**src/rtl/bcd_eo_scheduler.sv**
```systemverilog
// bcd_eo_scheduler
// ----------------
// Sequencer and arbiter for a shared 4-bit even/odd BCD counter.
// Two clients (even, odd) request the counter.  The block grants one at a
// time with round-robin fairness.  It presets the count with an MR (to 0)
// or MS (to 9) strobe pair, then steps the count by 2 (mod 10) for the
// burst length latched at grant, and finally pulses done.
//
// Ports
//   Clk                 rising-edge clock
//   rst                 synchronous active-high reset
//   req_even, req_odd   level requests, held until done or abort
//   len_even, len_odd   burst lengths in steps, sampled at grant
//   gnt_even, gnt_odd   ownership of the counter (never both high)
//   done                one-cycle pulse at burst completion
//   MS1, MS2            set-to-9 strobes (odd preset)
//   MR1, MR2            reset-to-0 strobes (even preset)
//   Q, Qbar             shared BCD count (0..9) and its complement
//   pause               only with BCD_SCHED_PAUSE_EN: freezes stepping in RUN
//
// Configuration macro: BCD_SCHED_PAUSE_EN (adds the pause input).

module bcd_eo_scheduler #(
   parameter int BURST_W = 4
) (
   input  logic               Clk,
   input  logic               rst,
   input  logic               req_even,
   input  logic               req_odd,
   input  logic [BURST_W-1:0] len_even,
   input  logic [BURST_W-1:0] len_odd,
`ifdef BCD_SCHED_PAUSE_EN
   input  logic               pause,
`endif
   output logic               gnt_even,
   output logic               gnt_odd,
   output logic               done,
   output logic               MS1,
   output logic               MS2,
   output logic               MR1,
   output logic               MR2,
   output logic [3:0]         Q,
   output logic [3:0]         Qbar
);

   typedef enum logic [1:0] {
      IDLE   = 2'd0,
      PRESET = 2'd1,
      RUN    = 2'd2,
      DONE   = 2'd3
   } state_t;

   localparam logic [BURST_W-1:0] REM_ZERO = {BURST_W{1'b0}};
   localparam logic [BURST_W-1:0] REM_ONE  = BURST_W'(1'b1);

   state_t             state_r;
   logic [3:0]         q_r;
   logic [3:0]         qbar_r;
   logic [BURST_W-1:0] rem_r;
   logic               gnt_even_r;
   logic               gnt_odd_r;
   logic               done_r;
   logic               ms_r;
   logic               mr_r;
   logic               last_odd_r;   // 1: odd was served most recently
   logic               sel_odd_r;    // client currently being served

   logic               pick_even_s;
   logic               pick_odd_s;
   logic               hold_s;
   logic               run_step_s;

   // BCD step by two: 8 wraps to 0 and 9 wraps to 1.
   function automatic logic [3:0] bcd_add2(input logic [3:0] v);
      logic [3:0] r;
      if (v >= 4'd8) begin
         r = v - 4'd8;
      end else begin
         r = v + 4'd2;
      end
      return r;
   endfunction

   // Round-robin pick: on a tie the client not served last wins.
   assign pick_even_s = req_even & (~req_odd | last_odd_r);
   assign pick_odd_s  = req_odd  & (~req_even | ~last_odd_r);

   // The granted client keeps its request high for the burst to continue.
   assign hold_s = sel_odd_r ? req_odd : req_even;

`ifdef BCD_SCHED_PAUSE_EN
   assign run_step_s = ~pause;
`else
   assign run_step_s = 1'b1;
`endif

   // Scheduler FSM with all outputs and the shared counter registered.
   always_ff @(posedge Clk) begin
      if (rst) begin
         state_r    <= IDLE;
         q_r        <= 4'd0;
         qbar_r     <= 4'hF;
         rem_r      <= REM_ZERO;
         gnt_even_r <= 1'b0;
         gnt_odd_r  <= 1'b0;
         done_r     <= 1'b0;
         ms_r       <= 1'b0;
         mr_r       <= 1'b0;
         last_odd_r <= 1'b1;
         sel_odd_r  <= 1'b0;
      end else begin
         // strobes and done are single-cycle unless a branch re-asserts them
         ms_r   <= 1'b0;
         mr_r   <= 1'b0;
         done_r <= 1'b0;
         case (state_r)
            IDLE: begin
               if (pick_even_s) begin
                  state_r    <= PRESET;
                  sel_odd_r  <= 1'b0;
                  rem_r      <= len_even;
                  gnt_even_r <= 1'b1;
                  mr_r       <= 1'b1;
               end else if (pick_odd_s) begin
                  state_r    <= PRESET;
                  sel_odd_r  <= 1'b1;
                  rem_r      <= len_odd;
                  gnt_odd_r  <= 1'b1;
                  ms_r       <= 1'b1;
               end else begin
                  state_r <= IDLE;
               end
            end
            PRESET: begin
               if (!hold_s) begin
                  // abort: count keeps its previous value
                  state_r    <= IDLE;
                  gnt_even_r <= 1'b0;
                  gnt_odd_r  <= 1'b0;
                  last_odd_r <= sel_odd_r;
               end else begin
                  q_r    <= sel_odd_r ? 4'd9 : 4'd0;
                  qbar_r <= sel_odd_r ? 4'd6 : 4'hF;
                  // zero-length burst goes to DONE; done follows one edge later
                  state_r <= (rem_r == REM_ZERO) ? DONE : RUN;
               end
            end
            RUN: begin
               if (!hold_s) begin
                  state_r    <= IDLE;
                  gnt_even_r <= 1'b0;
                  gnt_odd_r  <= 1'b0;
                  last_odd_r <= sel_odd_r;
               end else if (run_step_s) begin
                  q_r    <= bcd_add2(q_r);
                  qbar_r <= ~bcd_add2(q_r);
                  rem_r  <= rem_r - REM_ONE;
                  if (rem_r == REM_ONE) begin
                     state_r <= DONE;
                     done_r  <= 1'b1;
                  end else begin
                     state_r <= RUN;
                  end
               end else begin
                  state_r <= RUN;
               end
            end
            DONE: begin
               if (!done_r) begin
                  // entered from a zero-length preset: pulse done now
                  state_r <= DONE;
                  done_r  <= 1'b1;
               end else begin
                  state_r    <= IDLE;
                  gnt_even_r <= 1'b0;
                  gnt_odd_r  <= 1'b0;
                  last_odd_r <= sel_odd_r;
               end
            end
            default: begin
               state_r    <= IDLE;
               gnt_even_r <= 1'b0;
               gnt_odd_r  <= 1'b0;
            end
         endcase
      end
   end

   assign gnt_even = gnt_even_r;
   assign gnt_odd  = gnt_odd_r;
   assign done     = done_r;
   assign MS1      = ms_r;
   assign MS2      = ms_r;
   assign MR1      = mr_r;
   assign MR2      = mr_r;
   assign Q        = q_r;
   assign Qbar     = qbar_r;

endmodule

```
**config.mk**
```make
export PLATFORM = sky130hd
export DESIGN_NAME = bcd_eo_scheduler
export DESIGN_NICKNAME = d
export VERILOG_FILES = /design/src/rtl/bcd_eo_scheduler.sv
export SDC_FILE = /design/constraint.sdc
export NUM_CORES = 1
export LEC_CHECK = 0
export ABC_AREA = 1
export ABC_CLOCK_PERIOD_IN_PS = 1800
export CAP_MARGIN = 20
export CORE_ASPECT_RATIO = 0.9
export CORE_UTILIZATION = 44
export CTS_BUF_LIST = sky130_fd_sc_hd__clkbuf_16
export DETAILED_ROUTE_END_ITERATION = 16
export HOLD_SLACK_MARGIN = 0.06
export PLACE_DENSITY_LB_ADDON = 0.2
export SYNTH_ARGS = -nofsm -noshare
export SYNTH_HDL_FRONTEND = slang
export SYNTH_SLANG_ARGS = --single-unit
```
**constraint.sdc**
```tcl
create_clock -name Clk -period 1.8 [get_ports Clk]
set_clock_uncertainty 0.15 [all_clocks]
set_input_delay 0.27 -clock Clk [delete_from_list [all_inputs] [get_ports Clk]]
set_output_delay 0.27 -clock Clk [all_outputs]
set_load 0.01 [all_outputs]
```
==> results.md <==
* Outcome: finished, violations left
* Failing checks: design-rule violations
* Final period utilization at 91.8%
* Hold/Removal Path Class: flip-flop to flip-flop
* Io pins at 27
* Largest net degree at the start of global routing at 14
* Clock Pin Slew Worst Setup and Hold Paths at 0.06 ns
* Area delta synth->final at 29.0%
* Hold path endpoint: Qbar[1]
* CTS tree: done
* Buffers and inverters on the worst path at 1
* Initial core utilization at 48.5%
* CTS Buffer Depth at 2
* Share of cells above drive strength 1 at 9.27%
* Cell type with the largest total area after synthesis: dfxtp_1
* Core region area at 2550 µm²
* Row cnt at 17
* Antenna violations before repair at 0
* Met3 usage in global routing at 4.69%
* Fill cell count at 236
* Commonest non-fill, non-tap cell in the layout: nand2_1
* Unrepaired setup endpoints after global routing: false
* Pwr Total at 1350 µW
* Critical Path Fanout Max at 4
* VDD IR max at 481 µV
* Die area at 3030 µm²
* Required time worst endpoint at 1.38 ns
* Die W at 57.9 µm
* GR Layer Usage met1 at 24.8%
* GRT Overall Usage at 20.4%
* CP Class: flip-flop to primary output
* Die Y at 52.3 µm
* Worst path arrival time at 1.23 ns
* Slew @ Worst Pin at 0.422 ns
* Hold Path Origin: Qbar[1]
* Final Max Tran Viols at 0
* MaxCap Viol Count at 0
* Multi-input gate area at 704 µm²
* Top-area cell type share of the netlist area at 34.0%
* Clock sink total at 21
* Clk Latency, worst-skew pair at 0.25 ns
* Final setup violating endpoints at 0
* Synthesized area per cell at 6.91 µm²
* Largest stage delay on the critical path at 0.57 ns
* Flop2flop setup slack at 0.15 ns
* Slowest cell on crit path: clkdlybuf4s50_1
* Slew Limit Headroom at 71.8%
* GPL Wtd Cong at 0.769
* Drc violations at 3
* Port buffer count at 26
* Synth Register Bits at 21
* Crit end category: primary output
* Sequential cell area at 420 µm²
* Grt ovf at 0
* Worst Slack Setup Final at 0.148 ns
* PD cells at 843 nW/µm²
* Commonest non-fill, non-tap cells in the layout: nand2_1 (47), clkdlybuf4s50_1 (26), dfxtp_1 (21)
* Clock root cell: clkbuf_16
* DRT Pass-1 Iters at 10
* Drt total wl at 2.82 mm
* DR vias/cell at 5.08
* Vias at 1184
* Fin util at 62.5%
* Antenna cells at 0
* CTS Buf Count at 3
* Synth cell types at 25
* GRT Max-Usage Layer: met2
* Max Fclk at 605 MHz
* CTS H-tree lvls at 1
* HPWL Detailed at 2.05 mm
* Synth warnings at 0
* Area contributors post-synth: dfxtp_1 (34%), nand2_1 (14%), ha_1 (9.1%)
* Area of the mapped netlist at 1240 µm²
* Met2 Usage GRT at 33.1%
* DP Area at 1510 µm²
* Iter 0 DRT Violations at 55
* Layout Nets at 227
* Crit Reg-Reg Endpoint: rem_r[3]
* Final Cell Area at 1600 µm²
* Crit path cell chain: clkdlybuf4s50_1
* Cells after synthesis at 179
* Hold_ws at 0.324 ns
* Min-Delay Path Depth at 2
* CP Launch Type: flip-flop
* Sequential share of the synthesized area at 34.0%
* DRT antenna net count at 0
* Fin. Hold Viols at 0
* Drt wl/cell at 12.1 µm
* First-pass GRT wire length at 4.59 mm
* Syn nets at 200
* Worst r2r src: state_r[0]
* Number of global-route vias before repair at 1091
* FF-to-FF path depth at 8
* Setup slack at placement at -0.00620 ns
* Final min period at 1.65 ns
* Leak pwr at 0.000755 µW
* Cell family with most CP delay: buffers and inverters
state kept, by name (all words and copies together), names as in the netlist:
name	flops
Qbar	4
state_r	2
sel_odd_r	1
MR1	1
done	1
rem_r	4
gnt_odd	1
gnt_even	1
MS1	1
last_odd_r	1
Q	4
per-layer routing:
layer	up-vias	routed length, µm
met3	8	168
met4	0	70
met5	-	0
met2	38	1230
li1	622	-
met1	516	1350
worst max-delay path by stage:
| stage | start | end | slack (ns) | cells after the start |
|---|---|---|---|---|
| finish | Q[2] | Q[2] | 0.15 | 1 |
| global route | state_r[0] | rem_r[1] | 0.04 | 8 |
| CTS | state_r[0] | Qbar[0] | 0.03 | 6 |
| detailed placement | req_even | Qbar[0] | -0.006 | 7 |
| global placement | req_even | Qbar[0] | 0.04 | 7 |
| floorplan | state_r[0] | last_odd_r | 0.36 | 5 |
power breakdown:
part | internal, µW | total [µW] | switching (µW)
sequential | 509 | 540 | 31.1
clock | 296 | 463 | 167
combinational | 155 | 343 | 189
total | 959 | 1350 | 387
tightest hold or removal path: stages, from the launching register on:
cell and delay, ns:
dfxtp_1 0.32, nand2_1 0.05, o211ai_1 0.06
cells in the mapped netlist (all sizes together):
master	n
or2	2
a211oi	1
clkbuf	1
ha	9
nand3	18
nor3b	1
nand3b	3
dfxtp	21
nand4	2
a21oi	8
nor2	20
nand2	52
xor2	1
o211ai	3
inv	20
a32oi	1
buf	6
o21ai	9
nor3	1
cells by family (layout without fill, tap and decap cells):
| group | count (synthesis) | count (layout) | share of synthesized area [%] |
|---|---|---|---|
| and+or+nand+nor | 99 | 99 | 35.0 |
| buffers and inverters | 27 | 53 | 9.91 |
| AOI/OAI and AO/OA | 22 | 22 | 11.3 |
| DFF | 21 | 21 | 34.0 |
| adders and majority gates | 9 | 9 | 9.10 |
| xor gates and xnor gates | 1 | 1 | 0.708 |
stage by stage:
stage | setup TNS, ns | cells
floorplan | 0 | 179
CTS | 0 | 233
detailed placement | -0.00620 | 229
global placement | 0 | 229
finish | 0 | 233
global route | 0 | 233
timing repair:
action                                  in CTS  in global routing
hold buffers                                 0                  0
setup buffers                                0                  0
endpoints found under the setup margin       0                  7
resized for setup                            0                  2
cell type report:
class,count,area share [%]
clock inverters,1,0.235
well taps,28,2.19
clock buffers,3,4.70
flip-flops and latches,21,26.3
inverters,20,4.70
repair buffers,29,17.7
multi-input cells,131,44.1
Note: power is estimated with default switching activity, not from simulation.
